### src/rtl/sync_ctrl_param_if.sv
`default_nettype none
// ============================================================================
//  Module      : sync_ctrl_param_if
//  Description : Code-group bus between the 10b/8b decoder, the receive
//                synchronisation block and its consumers.
//                slave  : the sync block (samples decoder side, drives results)
//                master : the environment (drives decoder side, reads results)
//  Signals     : i_Cke, i_CtrlLoopBack, i8_RxCodeGroupIn, i_RxCodeInvalid,
//                i_RxCodeCtrl, i_SignalDetect, i_LossCntClr        (to block)
//                o8_RxCodeGroupOut, o_RxCodeInvalid, o_RxCodeCtrl, o_RxEven,
//                o_SyncStatus, o_IsComma, o2_BadLevel, o_LossCnt,
//                o_BitSlip                                        (from block)
//  Revision    : 1.0  initial release
// ============================================================================
interface sync_ctrl_param_if #(
    parameter int MAX_BAD = 3,
    parameter int CNT_W   = 8
);
    localparam int c_BL_W = $clog2(MAX_BAD + 1);

    logic              i_Cke;
    logic              i_CtrlLoopBack;
    logic [7:0]        i8_RxCodeGroupIn;
    logic              i_RxCodeInvalid;
    logic              i_RxCodeCtrl;
    logic              i_SignalDetect;
    logic              i_LossCntClr;
    logic [7:0]        o8_RxCodeGroupOut;
    logic              o_RxCodeInvalid;
    logic              o_RxCodeCtrl;
    logic              o_RxEven;
    logic              o_SyncStatus;
    logic              o_IsComma;
    logic [c_BL_W-1:0] o2_BadLevel;
    logic [CNT_W-1:0]  o_LossCnt;
    logic              o_BitSlip;

    modport master (
        output i_Cke, i_CtrlLoopBack, i8_RxCodeGroupIn, i_RxCodeInvalid,
               i_RxCodeCtrl, i_SignalDetect, i_LossCntClr,
        input  o8_RxCodeGroupOut, o_RxCodeInvalid, o_RxCodeCtrl, o_RxEven,
               o_SyncStatus, o_IsComma, o2_BadLevel, o_LossCnt, o_BitSlip
    );

    modport slave (
        input  i_Cke, i_CtrlLoopBack, i8_RxCodeGroupIn, i_RxCodeInvalid,
               i_RxCodeCtrl, i_SignalDetect, i_LossCntClr,
        output o8_RxCodeGroupOut, o_RxCodeInvalid, o_RxCodeCtrl, o_RxEven,
               o_SyncStatus, o_IsComma, o2_BadLevel, o_LossCnt, o_BitSlip
    );
endinterface
`default_nettype wire

### src/rtl/sync_ctrl_param.sv
`default_nettype none
// ============================================================================
//  Module      : sync_ctrl_param
//  Description : 1000BASE-X/SGMII receive synchronisation. Qualifies decoded
//                code-groups, tracks even/odd alignment, runs the acquire /
//                lose-sync state machine with configurable thresholds, counts
//                sync-lost events and (optionally) requests SerDes bit slips.
//  Ports       : i_Clk     clock, rising edge
//                i_ARst_L  asynchronous active-low reset
//                bus       sync_ctrl_param_if.slave (code-group in, registered
//                          code-group / status / counters out)
//  Options     : SYNC_BITSLIP_EN  builds the bit-slip timeout counter; when
//                undefined o_BitSlip is tied low.
//  Revision    : 1.0  initial release
// ============================================================================
module sync_ctrl_param #(
    parameter int ACQ_COMMAS   = 3,
    parameter int GOOD_CGS     = 4,
    parameter int MAX_BAD      = 3,
    parameter int SLIP_TIMEOUT = 64,
    parameter int CNT_W        = 8
) (
    input  wire logic        i_Clk,
    input  wire logic        i_ARst_L,
    sync_ctrl_param_if.slave bus
);
    localparam int c_BL_W   = $clog2(MAX_BAD + 1);
    localparam int c_ACQ_W  = $clog2(ACQ_COMMAS + 1);
    localparam int c_GOOD_W = $clog2(GOOD_CGS + 1);

    localparam logic [c_ACQ_W-1:0]  c_ACQ_LAST  = c_ACQ_W'(ACQ_COMMAS);
    localparam logic [c_GOOD_W-1:0] c_GOOD_WRAP = c_GOOD_W'(GOOD_CGS - 1);
    localparam logic [c_BL_W-1:0]   c_BAD_LAST  = c_BL_W'(MAX_BAD);
    localparam logic [CNT_W-1:0]    c_CNT_MAX   = '1;

    if (ACQ_COMMAS < 1 || GOOD_CGS < 1 || MAX_BAD < 1 || SLIP_TIMEOUT < 2 || CNT_W < 1) begin : g_bad_params
        $error("sync_ctrl_param: illegal parameter value");
    end

    typedef enum logic [1:0] {
        ST_LOSS      = 2'd0,
        ST_COMMA_DET = 2'd1,
        ST_ACQ_SYNC  = 2'd2,
        ST_SYNC_ACQ  = 2'd3
    } state_t;

    state_t              r_state, w_state_nxt;
    logic [c_ACQ_W-1:0]  r_acq_cnt, w_acq_nxt;
    logic [c_GOOD_W-1:0] r_good_cnt, w_good_nxt;
    logic [c_BL_W-1:0]   r_level, w_level_nxt;
    logic                r_even, w_even_nxt;
    logic                w_loss_evt;
    logic [CNT_W-1:0]    r_loss_cnt;
    logic [7:0]          r_cg;
    logic                r_inv, r_ctrl, r_comma;

    logic w_comma, w_data, w_cgbad, w_sigok;

    assign w_comma = ~bus.i_RxCodeInvalid & bus.i_RxCodeCtrl &
                     ((bus.i8_RxCodeGroupIn == 8'hBC) ||
                      (bus.i8_RxCodeGroupIn == 8'h3C) ||
                      (bus.i8_RxCodeGroupIn == 8'hFC));
    assign w_data  = ~bus.i_RxCodeInvalid & ~bus.i_RxCodeCtrl;
    // A comma landing on the odd slot means alignment has shifted.
    assign w_cgbad = bus.i_RxCodeInvalid | (w_comma & r_even);
    assign w_sigok = bus.i_SignalDetect | bus.i_CtrlLoopBack;

    always_ff @(posedge i_Clk or negedge i_ARst_L) begin
        if (!i_ARst_L) begin
            r_state    <= ST_LOSS;
            r_acq_cnt  <= '0;
            r_good_cnt <= '0;
            r_level    <= '0;
            r_even     <= 1'b0;
            r_loss_cnt <= '0;
            r_cg       <= '0;
            r_inv      <= 1'b0;
            r_ctrl     <= 1'b0;
            r_comma    <= 1'b0;
        end else if (bus.i_Cke) begin
            r_state    <= w_state_nxt;
            r_acq_cnt  <= w_acq_nxt;
            r_good_cnt <= w_good_nxt;
            r_level    <= w_level_nxt;
            r_even     <= w_even_nxt;
            r_cg       <= bus.i8_RxCodeGroupIn;
            r_inv      <= bus.i_RxCodeInvalid;
            r_ctrl     <= bus.i_RxCodeCtrl;
            r_comma    <= w_comma;
            // Clear beats a coincident loss so software never misses a reset.
            if (bus.i_LossCntClr) begin
                r_loss_cnt <= '0;
            end else if (w_loss_evt && (r_loss_cnt != c_CNT_MAX)) begin
                r_loss_cnt <= r_loss_cnt + 1'b1;
            end
        end
    end

    always_comb begin
        w_state_nxt = r_state;
        w_acq_nxt   = r_acq_cnt;
        w_good_nxt  = r_good_cnt;
        w_level_nxt = r_level;
        w_even_nxt  = ~r_even;
        w_loss_evt  = 1'b0;

        case (r_state)
            ST_LOSS: begin
                if (w_comma) begin
                    w_state_nxt = ST_COMMA_DET;
                    w_acq_nxt   = c_ACQ_W'(1);
                    w_even_nxt  = 1'b1;
                end
            end
            ST_COMMA_DET: begin
                if (!w_data) begin
                    w_state_nxt = ST_LOSS;
                end else if (r_acq_cnt == c_ACQ_LAST) begin
                    w_state_nxt = ST_SYNC_ACQ;
                end else begin
                    w_state_nxt = ST_ACQ_SYNC;
                end
            end
            ST_ACQ_SYNC: begin
                if (w_cgbad) begin
                    w_state_nxt = ST_LOSS;
                end else if (w_comma && !r_even) begin
                    w_state_nxt = ST_COMMA_DET;
                    w_acq_nxt   = r_acq_cnt + 1'b1;
                    w_even_nxt  = 1'b1;
                end
            end
            ST_SYNC_ACQ: begin
                if (w_cgbad) begin
                    if (r_level == c_BAD_LAST) begin
                        w_state_nxt = ST_LOSS;
                        w_loss_evt  = 1'b1;
                    end else begin
                        w_level_nxt = r_level + 1'b1;
                        w_good_nxt  = '0;
                    end
                end else if (r_level != '0) begin
                    if (r_good_cnt == c_GOOD_WRAP) begin
                        w_level_nxt = r_level - 1'b1;
                        w_good_nxt  = '0;
                    end else begin
                        w_good_nxt  = r_good_cnt + 1'b1;
                    end
                end
            end
            default: w_state_nxt = ST_LOSS;
        endcase

        // Losing the signal overrides every transition, including the
        // even-slot realignment on a comma.
        if (!w_sigok) begin
            w_state_nxt = ST_LOSS;
            w_even_nxt  = ~r_even;
            w_loss_evt  = (r_state == ST_SYNC_ACQ);
        end

        // Bad level and good run only have meaning while in sync; entering
        // SYNC_ACQ therefore always starts from level 0.
        if (w_state_nxt != ST_SYNC_ACQ) begin
            w_level_nxt = '0;
            w_good_nxt  = '0;
        end
    end

`ifdef SYNC_BITSLIP_EN
    localparam int                 c_SLIP_W    = $clog2(SLIP_TIMEOUT);
    localparam logic [c_SLIP_W-1:0] c_SLIP_LAST = c_SLIP_W'(SLIP_TIMEOUT - 1);

    logic [c_SLIP_W-1:0] r_slip_cnt;
    logic                w_slip_hit;

    assign w_slip_hit = (r_state == ST_LOSS) && (r_slip_cnt == c_SLIP_LAST);

    always_ff @(posedge i_Clk or negedge i_ARst_L) begin
        if (!i_ARst_L) begin
            r_slip_cnt <= '0;
        end else if (bus.i_Cke) begin
            if ((r_state != ST_LOSS) || w_comma || w_slip_hit) begin
                r_slip_cnt <= '0;
            end else begin
                r_slip_cnt <= r_slip_cnt + 1'b1;
            end
        end
    end

    assign bus.o_BitSlip = bus.i_Cke & w_slip_hit;
`else
    assign bus.o_BitSlip = 1'b0;
`endif

    assign bus.o8_RxCodeGroupOut = r_cg;
    assign bus.o_RxCodeInvalid   = r_inv;
    assign bus.o_RxCodeCtrl      = r_ctrl;
    assign bus.o_IsComma         = r_comma;
    assign bus.o_RxEven          = r_even;
    assign bus.o_SyncStatus      = (r_state == ST_SYNC_ACQ);
    assign bus.o2_BadLevel       = r_level;
    assign bus.o_LossCnt         = r_loss_cnt;

endmodule
`default_nettype wire

### src/flat_wrapper.sv
// flat-port wrapper written by rule: the top's interface ports become plain ports
module sync_ctrl_param_flat 
#(
    parameter int ACQ_COMMAS   = 3,
    parameter int GOOD_CGS     = 4,
    parameter int MAX_BAD      = 3,
    parameter int SLIP_TIMEOUT = 64,
    parameter int CNT_W        = 8
)
  (i_Clk, i_ARst_L, bus_i_Cke, bus_i_CtrlLoopBack, bus_i8_RxCodeGroupIn, bus_i_RxCodeInvalid, bus_i_RxCodeCtrl, bus_i_SignalDetect, bus_i_LossCntClr, bus_o8_RxCodeGroupOut, bus_o_RxCodeInvalid, bus_o_RxCodeCtrl, bus_o_RxEven, bus_o_SyncStatus, bus_o_IsComma, bus_o2_BadLevel, bus_o_LossCnt, bus_o_BitSlip);
  sync_ctrl_param_if #(.MAX_BAD(MAX_BAD), .CNT_W(CNT_W)) bus_i ();
  input  wire logic i_Clk;
  input  wire logic i_ARst_L;
  input wire logic [$bits(bus_i.i_Cke)-1:0] bus_i_Cke;
  input wire logic [$bits(bus_i.i_CtrlLoopBack)-1:0] bus_i_CtrlLoopBack;
  input wire logic [$bits(bus_i.i8_RxCodeGroupIn)-1:0] bus_i8_RxCodeGroupIn;
  input wire logic [$bits(bus_i.i_RxCodeInvalid)-1:0] bus_i_RxCodeInvalid;
  input wire logic [$bits(bus_i.i_RxCodeCtrl)-1:0] bus_i_RxCodeCtrl;
  input wire logic [$bits(bus_i.i_SignalDetect)-1:0] bus_i_SignalDetect;
  input wire logic [$bits(bus_i.i_LossCntClr)-1:0] bus_i_LossCntClr;
  output wire logic [$bits(bus_i.o8_RxCodeGroupOut)-1:0] bus_o8_RxCodeGroupOut;
  output wire logic [$bits(bus_i.o_RxCodeInvalid)-1:0] bus_o_RxCodeInvalid;
  output wire logic [$bits(bus_i.o_RxCodeCtrl)-1:0] bus_o_RxCodeCtrl;
  output wire logic [$bits(bus_i.o_RxEven)-1:0] bus_o_RxEven;
  output wire logic [$bits(bus_i.o_SyncStatus)-1:0] bus_o_SyncStatus;
  output wire logic [$bits(bus_i.o_IsComma)-1:0] bus_o_IsComma;
  output wire logic [$bits(bus_i.o2_BadLevel)-1:0] bus_o2_BadLevel;
  output wire logic [$bits(bus_i.o_LossCnt)-1:0] bus_o_LossCnt;
  output wire logic [$bits(bus_i.o_BitSlip)-1:0] bus_o_BitSlip;
  assign bus_i.i_Cke = bus_i_Cke;
  assign bus_i.i_CtrlLoopBack = bus_i_CtrlLoopBack;
  assign bus_i.i8_RxCodeGroupIn = bus_i8_RxCodeGroupIn;
  assign bus_i.i_RxCodeInvalid = bus_i_RxCodeInvalid;
  assign bus_i.i_RxCodeCtrl = bus_i_RxCodeCtrl;
  assign bus_i.i_SignalDetect = bus_i_SignalDetect;
  assign bus_i.i_LossCntClr = bus_i_LossCntClr;
  assign bus_o8_RxCodeGroupOut = bus_i.o8_RxCodeGroupOut;
  assign bus_o_RxCodeInvalid = bus_i.o_RxCodeInvalid;
  assign bus_o_RxCodeCtrl = bus_i.o_RxCodeCtrl;
  assign bus_o_RxEven = bus_i.o_RxEven;
  assign bus_o_SyncStatus = bus_i.o_SyncStatus;
  assign bus_o_IsComma = bus_i.o_IsComma;
  assign bus_o2_BadLevel = bus_i.o2_BadLevel;
  assign bus_o_LossCnt = bus_i.o_LossCnt;
  assign bus_o_BitSlip = bus_i.o_BitSlip;
  sync_ctrl_param #(.ACQ_COMMAS(ACQ_COMMAS), .GOOD_CGS(GOOD_CGS), .MAX_BAD(MAX_BAD), .SLIP_TIMEOUT(SLIP_TIMEOUT), .CNT_W(CNT_W)) u_core (.i_Clk(i_Clk), .i_ARst_L(i_ARst_L), .bus(bus_i));
endmodule
### config.mk
export PLATFORM = sky130hd
export DESIGN_NAME = sync_ctrl_param_flat
export DESIGN_NICKNAME = d
export VERILOG_FILES = /design/src/rtl/sync_ctrl_param_if.sv /design/src/rtl/sync_ctrl_param.sv /design/src/flat_wrapper.sv
export SDC_FILE = /design/constraint.sdc
export NUM_CORES = 1
export LEC_CHECK = 0
export BUFFER_PORTS_ARGS = -buffer_cell sky130_fd_sc_hd__buf_2
export CORE_MARGIN = 8
export CORE_UTILIZATION = 53
export DETAILED_ROUTE_END_ITERATION = 8
export HOLD_SLACK_MARGIN = 0.03
export PLACE_DENSITY = 0.79
export SYNTH_ARGS = -nofsm -noshare
export SYNTH_HDL_FRONTEND = slang
export SYNTH_SLANG_ARGS = --single-unit
### constraint.sdc
create_clock -name i_Clk -period 2.4 [get_ports i_Clk]
set_input_delay 0.48 -clock i_Clk [delete_from_list [all_inputs] [get_ports i_Clk]]
set_output_delay 0.48 -clock i_Clk [all_outputs]
set_load 0.02 [all_outputs]
==> results.tsv <==
stage	metric	value	unit
sta	maxClockFrequency	485	MHz
placed_design	dpl-instance-area	1930	um^2
sta	clock_skew	0.0115	ns
setup_path	cpLargestDelayFamily	compound AO/OA/AOI/OAI gates	
pwr	power_frac_clock	0.279	
sta	drv_slew	0	
logic_synthesis	synth-seq-area-share	0.435	
clocking	tritoncts_buffer_count	5	
clocking	cts.hold.buffers_added	0	
detailed_routing	drt-vias-per-instance	5.92	
die	die_width	72.1	um
clocking	cts-root-to-sink-buffers	2	
setup_path	path_class	flop to flop	
detailed_routing	detailedRoute.firstPassIterationCount	5	
detailed_routing	wl	4050	um
clocking	post_cts_resized	0	
sta	final.hold.worst_slack	0.169	ns
logic_synthesis	synth_top_flop_cell	sky130_fd_sc_hd__dfrtp_1	
detailed_routing	detail_route.iter0.violations	118	
final_layout	most-common-layout-cells	38 x sky130_fd_sc_hd__buf_2, 29 x sky130_fd_sc_hd__dfrtp_1, 14 x sky130_fd_sc_hd__nand3_1, 13 x sky130_fd_sc_hd__nand2_1, 12 x sky130_fd_sc_hd__mux2_2	
die	rows	20	
setup_path	worstPathCellList	ha_1 -> and3_1 -> a31o_2 -> a21o_4 -> or2_0 -> a311o_1	
setup_path	reg2reg_from	u_core.bus.o_LossCnt[0]$_DFFE_PN0P_	
logic_synthesis	yosys_register_bits	29	
die	fp.dieArea	5200	um^2
global_routing	pin_count_of_the_biggest_net_entering_global_routing	30	
pwr	p_int	0.746	mW
logic_synthesis	synth_enable_flop_cells	0	
sta	timing_hold_violations_final	0	
clocking	insertion_delay	0.31	ns
die	die_height	72.1	um
die	core_region_area	3030	um^2
logic_synthesis	synthArstFlopShare	1.00	
sta	finalSetupViolations	0	
logic_synthesis	mappedNetlistArea	1670	um^2
setup_path	cp.arrival	2.27	ns
run_status	run_status	complete, no violations	
hold_path	timing.hold.worst.class	primary input to asynchronous set/reset pin	
logic_synthesis	syn-mean-instance-area	10.0	um^2
detailed_routing	drc	0	
logic_synthesis	yosysWarningCount	0	
sta	tightest_slew	0.630	ns
sta	rsz_0062_raised_after_global_routing	no	
placed_design	pre_cts_ws	0.0705	ns
sta	worst_slack_setup_final	0.336	ns
placed_design	hpwlAfterDp	3130	um
sta	final_layout_setup_total_negative_slack	0	ns
setup_path	path_max_fanout	9	
final_layout	nNetsFinal	231	
detailed_routing	final_antenna_net_count	0	
global_routing	grt_pass1_vias	1534	
setup_path	timing.critical_path.slowest_stage_cell	sky130_fd_sc_hd__dfrtp_1	
logic_synthesis	syn-num-nets	185	
pwr	p_switching	0.322	mW
clocking	cts_htree_levels	2	
setup_path	critPathBufInv	0	
global_routing	global_route.usage.total	0.165	
setup_path	startpoint_type	flop	
final_layout	area_growth	18.9	%
setup_path	r2r-end	u_core.bus.o_LossCnt[5]$_DFFE_PN0P_	
setup_path	cp-end-kind	flop	
pwr	pwr-share-comb	0.194	
placed_design	placement.io_buffers	38	
die	io-pin-count	40	
final_layout	final_common_cell	sky130_fd_sc_hd__buf_2	
detailed_routing	vias	1516	
logic_synthesis	count_of_mapped_cells_out_of_synthesis	166	
setup_path	r2r_setup_slack	0.34	ns
sta	timing.slew.headroom	0.580	
detailed_routing	detail_route.wl_per_cell	15.8	um
clocking	numClockSinks	29	
sta	period_minus_slack	2.06	ns
pwr	power.sequential.fraction	0.527	
final_layout	fraction_of_final_layout_cells_with_drive_strength_greater_than_1	0.335	
pwr	power_density	539	nW/um^2
final_layout	antenna_diodes	0	
global_routing	global_route_wire_length_before_repair	6920	um
final_layout	post_route_standard_cell_area_excluding_fillers	1980	um^2
run	timing.max_cap.violations	0	
die	start_util	0.551	
setup_path	critPathRequiredTime	2.61	ns
pwr	leakagePower	0.892	nW
global_routing	grt_antenna_before_repair	0	
clocking	cts_post_setup_buffers_inserted	0	
setup_path	r2r.worst_path.cells	6	
clocking	clk_transition_reported_paths	0.09	ns
logic_synthesis	synth.distinct_cells	48	
clocking	cts_root_buf	sky130_fd_sc_hd__clkbuf_4	
global_routing	grt_overflow	0	
placed_design	gp_routability_congestion	0.936	
clocking	cts_tree	built	
setup_path	crit_path_max_incr_delay	0.44	ns
pwr	ir_drop	360	uV
sta	layout_worst_path_cycle_share	0.860	
pwr	netSwitchingFraction	0.302	
-- metal layers --
metal / vias up / track usage / part of all wire
met4: 0 / 0.0680 / 0.018
met3: 11 / 0.0579 / 0.081
met1: 710 / 0.200 / 0.45
met5: - / 0 / 0
met2: 66 / 0.258 / 0.45
li1: 729 / - / -
-- worst max path at each step --
stage	startpoint	cells past startpoint	slack (ns)	to
floorplan	bus_i8_RxCodeGroupIn[0]	5	0.22	u_core.bus.o_LossCnt[5]$_DFFE_PN0P_
global placement	bus_i8_RxCodeGroupIn[0]	6	0.10	u_core.bus.o_LossCnt[5]$_DFFE_PN0P_
CTS	u_core.bus.o_LossCnt[0]$_DFFE_PN0P_	6	0.34	u_core.bus.o_LossCnt[5]$_DFFE_PN0P_
finish	u_core.bus.o_LossCnt[0]$_DFFE_PN0P_	6	0.34	u_core.bus.o_LossCnt[5]$_DFFE_PN0P_
detailed placement	bus_i8_RxCodeGroupIn[0]	6	0.07	u_core.bus.o_LossCnt[5]$_DFFE_PN0P_
global route	u_core.bus.o_LossCnt[0]$_DFFE_PN0P_	6	0.24	u_core.bus.o_LossCnt[5]$_DFFE_PN0P_
-- cell type report --
type                            count  area (um^2)
Fill cell                         235         1040
Multi-Input combinational cell    124          878
Sequential cell                    29          726
Timing Repair Buffer               45          243
Clock buffer                        7         55.1
Tap cell                           44         55.1
Inverter                            7         26.3
-- flip-flops by register name, summed over array words and instances, names as in the netlist --
| signal | count |
|---|---|
| u_core.bus.o_RxCodeInvalid | 1 |
| u_core.r_acq_cnt | 2 |
| u_core.bus.o_RxCodeCtrl | 1 |
| u_core.bus.o_RxEven | 1 |
| u_core.r_state | 2 |
| u_core.bus.o8_RxCodeGroupOut | 8 |
| u_core.r_good_cnt | 3 |
| u_core.bus.o_IsComma | 1 |
| u_core.bus.o2_BadLevel | 2 |
| u_core.bus.o_LossCnt | 8 |
-- per-stage QoR --
| step | std cells | total power [mW] | utilization |
|---|---|---|---|
| after global routing | 256 | 1.12 | 0.655 |
| after global placement | 249 | 0.774 | 0.637 |
| after detailed placement | 249 | 0.782 | 0.637 |
| after floorplan | 166 | 0.693 | - |
| final | 256 | 1.07 | 0.655 |
| after CTS | 256 | 1.08 | 0.655 |
-- Yosys cell counts (3+ instances only) --
| cell type | n | area share |
|---|---|---|
| sky130_fd_sc_hd__o311ai_0 | 3 | 0.016 |
| sky130_fd_sc_hd__nand3_1 | 14 | 0.042 |
| sky130_fd_sc_hd__mux2_2 | 12 | 0.081 |
| sky130_fd_sc_hd__clkbuf_1 | 3 | 0.0068 |
| sky130_fd_sc_hd__ha_1 | 3 | 0.023 |
| sky130_fd_sc_hd__nor2b_1 | 5 | 0.019 |
| sky130_fd_sc_hd__o21ai_0 | 8 | 0.024 |
| sky130_fd_sc_hd__dfrtp_1 | 29 | 0.44 |
| sky130_fd_sc_hd__nand4_1 | 3 | 0.011 |
| sky130_fd_sc_hd__nand2_1 | 13 | 0.029 |
| sky130_fd_sc_hd__and3_1 | 3 | 0.011 |
| sky130_fd_sc_hd__a31oi_1 | 5 | 0.019 |
| sky130_fd_sc_hd__inv_1 | 7 | 0.016 |
| sky130_fd_sc_hd__nor4_1 | 4 | 0.015 |
| sky130_fd_sc_hd__nor2_1 | 9 | 0.020 |
| sky130_fd_sc_hd__o31ai_1 | 4 | 0.018 |
-- logic make-up (layout without fill, tap and decap cells) --
| group | Yosys count | after routing | synth area share |
|---|---|---|---|
| flip-flops | 29 | 29 | 0.435 |
| other | 1 | 1 | 0.00225 |
| adder cells (fa/ha/maj) | 3 | 3 | 0.0225 |
| AND/OR/NAND/NOR | 65 | 65 | 0.219 |
| AO/OA/AOI/OAI | 42 | 42 | 0.196 |
| buffers and inverters | 13 | 59 | 0.0383 |
| multiplexers | 13 | 13 | 0.0870 |
-- power groups by stage --
stage	combinational (mW)	sequential [mW]	clock (mW)
finish	0.207	0.562	0.298
global route	0.227	0.570	0.324
CTS	0.211	0.562	0.307
detailed placement	0.210	0.572	0
global placement	0.205	0.569	0
floorplan	0.0816	0.611	0
(Power assumes the default switching activity.)
